**src/rtl/router_ctrl_fsm.sv**
```systemverilog
// Packet sequencer for the 1-in/3-out router: header decode, register-stage phase strobes, FIFO write enables,
// per-port read-timeout soft reset. Optional per-port packet counters when ROUTER_PKT_CNT_EN is defined.
module router_ctrl_fsm #(
   parameter int TIMEOUT = 30,
   parameter int CNT_W   = 5
) (
   input  logic        clk,
   input  logic        rstn,
   input  logic        pkt_valid,
   input  logic [1:0]  addr,
   input  logic [2:0]  fifo_full_vec,
   input  logic [2:0]  fifo_empty_vec,
   input  logic [2:0]  read_enb,
   input  logic        parity_done,
   input  logic        low_pkt_valid,
   output logic        fifo_full,
   output logic        detect_addr,
   output logic        lfd_state,
   output logic        ld_state,
   output logic        laf_state,
   output logic        full_state,
   output logic        rst_int_reg,
   output logic        write_enb_reg,
   output logic [2:0]  write_enb,
   output logic        busy,
   output logic [2:0]  vld_out,
   output logic [2:0]  soft_reset,
   output logic [23:0] pkt_count
);

   typedef enum logic [2:0] {
      DECODE_ADDRESS,
      WAIT_TILL_EMPTY,
      LOAD_FIRST_DATA,
      LOAD_DATA,
      FIFO_FULL_STATE,
      LOAD_AFTER_FULL,
      LOAD_PARITY,
      CHECK_PARITY_ERROR
   } state_t;

   state_t     r_state;
   logic [1:0] r_port_sel;
   logic       w_hdr_ok;
   logic       w_abort;

   assign w_hdr_ok  = pkt_valid && (addr != 2'd3);
   assign w_abort   = soft_reset[r_port_sel];
   assign fifo_full = fifo_full_vec[r_port_sel];

   always_ff @(posedge clk) begin
      if (!rstn) begin
         r_state    <= DECODE_ADDRESS;
         r_port_sel <= 2'd0;
      end else if (r_state != DECODE_ADDRESS && w_abort) begin
         r_state <= DECODE_ADDRESS;
      end else begin
         case (r_state)
            DECODE_ADDRESS: begin
               if (w_hdr_ok) begin
                  r_port_sel <= addr;
                  r_state    <= fifo_empty_vec[addr] ? LOAD_FIRST_DATA : WAIT_TILL_EMPTY;
               end
            end
            WAIT_TILL_EMPTY:
               if (fifo_empty_vec[r_port_sel]) r_state <= LOAD_FIRST_DATA;
            LOAD_FIRST_DATA:
               r_state <= LOAD_DATA;
            LOAD_DATA: begin
               if (fifo_full)       r_state <= FIFO_FULL_STATE;
               else if (!pkt_valid) r_state <= LOAD_PARITY;
            end
            FIFO_FULL_STATE:
               if (!fifo_full) r_state <= LOAD_AFTER_FULL;
            LOAD_AFTER_FULL: begin
               if (parity_done)        r_state <= DECODE_ADDRESS;
               else if (low_pkt_valid) r_state <= LOAD_PARITY;
               else                    r_state <= LOAD_DATA;
            end
            LOAD_PARITY:
               r_state <= CHECK_PARITY_ERROR;
            CHECK_PARITY_ERROR:
               r_state <= fifo_full ? FIFO_FULL_STATE : DECODE_ADDRESS;
            default:
               r_state <= DECODE_ADDRESS;
         endcase
      end
   end

   assign detect_addr   = (r_state == DECODE_ADDRESS);
   assign lfd_state     = (r_state == LOAD_FIRST_DATA);
   assign ld_state      = (r_state == LOAD_DATA);
   assign laf_state     = (r_state == LOAD_AFTER_FULL);
   assign full_state    = (r_state == FIFO_FULL_STATE);
   assign rst_int_reg   = (r_state == CHECK_PARITY_ERROR);
   assign write_enb_reg = ld_state || laf_state || (r_state == LOAD_PARITY);
   assign write_enb     = write_enb_reg ? (3'b001 << r_port_sel) : 3'b000;
   assign busy          = !(detect_addr || ld_state);
   assign vld_out       = ~fifo_empty_vec;

   // A read in the terminal-count cycle clears the counter and suppresses the pulse.
   for (genvar g = 0; g < 3; g++) begin : g_tmo
      logic [CNT_W-1:0] r_cnt;
      logic             r_sr;

      always_ff @(posedge clk) begin
         if (!rstn) begin
            r_cnt <= '0;
            r_sr  <= 1'b0;
         end else if (fifo_empty_vec[g] || read_enb[g]) begin
            r_cnt <= '0;
            r_sr  <= 1'b0;
         end else if (r_cnt == CNT_W'(TIMEOUT - 1)) begin
            r_cnt <= '0;
            r_sr  <= 1'b1;
         end else begin
            r_cnt <= r_cnt + CNT_W'(1);
            r_sr  <= 1'b0;
         end
      end

      assign soft_reset[g] = r_sr;
   end

`ifdef ROUTER_PKT_CNT_EN
   logic [2:0][7:0] r_pkt_cnt;

   always_ff @(posedge clk) begin
      if (!rstn) begin
         r_pkt_cnt <= '0;
      end else if (r_state == CHECK_PARITY_ERROR) begin
         r_pkt_cnt[r_port_sel] <= r_pkt_cnt[r_port_sel] + 8'd1;
      end
   end

   assign pkt_count = r_pkt_cnt;
`else
   assign pkt_count = 24'd0;
`endif

endmodule

```
**config.mk**
```make
export PLATFORM = sky130hd
export DESIGN_NAME = router_ctrl_fsm
export DESIGN_NICKNAME = d
export VERILOG_FILES = /design/src/rtl/router_ctrl_fsm.sv
export SDC_FILE = /design/constraint.sdc
export NUM_CORES = 1
export LEC_CHECK = 0
export ABC_CLOCK_PERIOD_IN_PS = 1600
export BUFFER_PORTS_ARGS = -buffer_cell sky130_fd_sc_hd__buf_2
export CAP_MARGIN = 30
export CELL_PAD_IN_SITES_DETAIL_PLACEMENT = 0
export CELL_PAD_IN_SITES_GLOBAL_PLACEMENT = 1
export CORE_MARGIN = 4
export CORE_UTILIZATION = 34
export DETAILED_ROUTE_END_ITERATION = 16
export MAX_ROUTING_LAYER = met4
export PLACE_DENSITY = 0.86
export SLEW_MARGIN = 20
export SYNTH_ARGS = -nofsm -noshare
export SYNTH_HDL_FRONTEND = slang
export SYNTH_SLANG_ARGS = --single-unit
```
**constraint.sdc**
```tcl
create_clock -name clk -period 1.6 [get_ports clk]
set_input_delay 0.16 -clock clk [delete_from_list [all_inputs] [get_ports clk]]
set_output_delay 0.16 -clock clk [all_outputs]
set_load 0.02 [all_outputs]
```
==> results.txt <==
# port buffers - 33
Sequential power share - 46.3%
Pwr dens - 852 mW/mm2
Skew-Pair Late Insertion Delay - 0.26 ns
Ratio of cells with drive above 1 in the final layout - 29.5%
Final Cell Area - 0.00163 mm2
Netlist cell types - 40
DP Area - 0.00155 mm2
Clock Pin Slew Worst Setup and Hold Paths - 0.08 ns
Die H - 73.4 um
Post-CTS setup repair buffer count - 0
Switch share - 33.2%
Final Non-Filler Cells - 250
Final #Nets - 223
Final Cycle Share - 96.9%
Tmin final - 1.55 ns
Maximum Capacitance Violations - 0
Kind of critical path - flop to primary output
Ys flop type - dfxtp_1
Post-synth ARST share - 0%
Synth Cell Area - 0.00145 mm2
Clock Tree Buf Depth - 2
Fmax - 645 MHz
Final max-slew violation count - 0
Post-Syn Instances - 167
Hpwl dp - 2230 um
ANT nets after route - 0
Setup violators final - 0
RSZ-0062 raised after global routing - true
Number of synthesized flops with an enable pin - 0
CTS tree - done
Multi-input gate area - 811 um2
Fillers - 421
Clk sinks - 23
Leading area contributor after synthesis - dfxtp_1
Area delta synth->final - 11.8%
Io pins - 58
Die W - 73.4 um
Final worst slack - 0.0495 ns
DRC - 0
#FFs+latches synth - 23
Hold/Removal Path Class - input pin to flop
Clock group share of total power - 25.3%
Switch Pwr - 460 uW
Worst slack, placed - 0.0768 ns
Pin count of the biggest net entering global routing - 13
Max VDD drop - 0.440 mV
DRT Wirelength - 2770 um
Gr usage total - 10.4%
Gr ovfl total - 0
Clock Skews - 0.00131 ns
Vias per inst - 4.46
Core ar. - 0.00406 mm2
Cell Rows - 23
Sequential fraction of the synthesis area - 31.7%
Diode count - 0
H-Tree Depth - 1
Final Hold Viols - 0
Vias in the first global route - 920
Gp weighted congestion - 0.814
Placed cells - 246
Vias - 1114
Global-route wire length before repair - 4220 um
Hold slack - 0.176 ns
WP data required - 1.44 ns
Synth Area per Inst - 8.71 um2
Post-DR wirelength/cell - 11.1 um
Combinational share of power - 28.4%
DIE AREA - 0.00539 mm2
Flip-flop and latch area - 468 um2
Status - complete, no violations
Ys Warns - 0
Crit. End Element - primary output
Initial Utilization - 35.8%
Total power draw - 1380 uW
Worst setup SP type - flop
Crit path DAT - 1.39 ns
CTS Buf Count - 3
Root buffer cell - clkbuf_8
Int Pwr - 924 uW
Most area-consuming cells after synthesis - dfxtp_1 (32%), buf_4 (14%), nor2_1 (5.4%)
Worst-path fanout max - 9
Pleak - 0.000729 uW
Synth top area share - 31.7%
First-pass DRT Iterations - 4
DRT iter0 DRCs - 80
Initial antenna violation count - 0
[logic make-up (layout without fill, tap and decap cells)]
kind of cell / Yosys count / count (layout) / share of synthesized area, %
simple gates: 60 / 60 / 21.9
buf+inv: 42 / 52 / 20.0
flops: 23 / 23 / 31.7
compound gates: 21 / 21 / 11.9
xor+xnor: 10 / 10 / 6.02
fa+ha+maj: 6 / 6 / 5.16
mux: 4 / 4 / 3.10
other cells: 1 / 24 / 0.258
[per-layer routing]
layer | GRT usage, % | vias to the layer above | wire (um)
li1 | - | 583 | -
met1 | 13.2 | 489 | 1240
met2 | 15.5 | 38 | 1240
met3 | 3.83 | 4 | 268
met4 | 3.02 | 0 | 25
met5 | - | - | 0
[through the flow]
stage	util [%]	setup TNS, ns
6_report	40.1	0
5_1_grt	40.1	-0.103
4_1_cts	39.6	0
3_5_place_dp	38.3	0
3_3_place_gp	38.3	0
2_1_floorplan	-	-0.108
[cell usage after synthesis (3+ instances only)]
library cell and count:
mux2i_1 3, ha_1 6, nand4_1 3, nor3b_1 4, inv_1 11, nor2_1 21, nand3_1 8, a21oi_1 4
nand2_1 5, nor2b_1 4, nand3b_1 3, nor3_1 4, xnor2_1 3, xor2_1 7, buf_4 28, dfxtp_1 23
[worst max-delay path: stages, from the launching register on]
cell and delay, ns:
dfxtp_2 0.38, nor3_2 0.36, buf_4 0.20, nor2_1 0.03, buf_2 0.16
[what timing repair did]
item / 4_1_cts / 5_1_grt
endpoints found under the setup margin: 7 / 5
pin swaps: 0 / 1
gates resized for setup: 5 / 5
hold endpoints to repair: 0 / 0
hold buffers: 0 / 0
[layout make-up]
class                      instances  share of cell area (%)
multi-input combinational        125                    49.9
sequential                        23                    28.8
timing repair buffer              37                    12.2
tap                               50                    3.85
clock buffer                       4                    2.77
inverter                          11                    2.54
[placed cells by master (no fill, tap or decap), types with 2 or more instances in the layout]
cell      count
nor3_2        3
buf_4         5
nand4_1       3
mux2i_1       3
nor3_1        2
o31a_1        2
a211oi_2      2
dfxtp_2       3
conb_1       24
ha_1          6
nand2_1       5
a21oi_1       3
xnor2_1       3
nand3_1       8
nand3b_1      3
inv_1        11
clkbuf_8      3
buf_2        32
dfxtp_1      19
nor2_1       20
xor2_1        7
nor3b_1       3
o21ai_0       2
o211ai_1      2
o221a_2       2
nor2b_1       4
[power by group through the flow]
| stage | sequential, uW | clock, uW | combinational (uW) |
|---|---|---|---|
| floorplan | 620 | 0 | 355 |
| global placement | 647 | 0 | 387 |
| detailed placement | 648 | 0 | 386 |
| CTS | 639 | 366 | 389 |
| global route | 646 | 403 | 432 |
| finish | 641 | 351 | 393 |
[sequential cells by signal, summed over array words and instances, names as in the netlist]
register,count
g_tmo.r_sr,3
r_port_sel,2
g_tmo.r_cnt,15
r_state,3
[path summary, 6_finish.rpt]
path	start	endpoint	slack [ns]	cells after the start
max reg2reg	r_port_sel[1]	r_state[0]	0.17	4
min reg2reg	g_tmo[2].r_cnt[0]	g_tmo[2].r_cnt[0]	0.47	1
max	r_state[1]	busy	0.05	4
min	read_enb[1]	g_tmo[1].r_sr	0.18	3
Note: power is estimated with default switching activity, not from simulation.
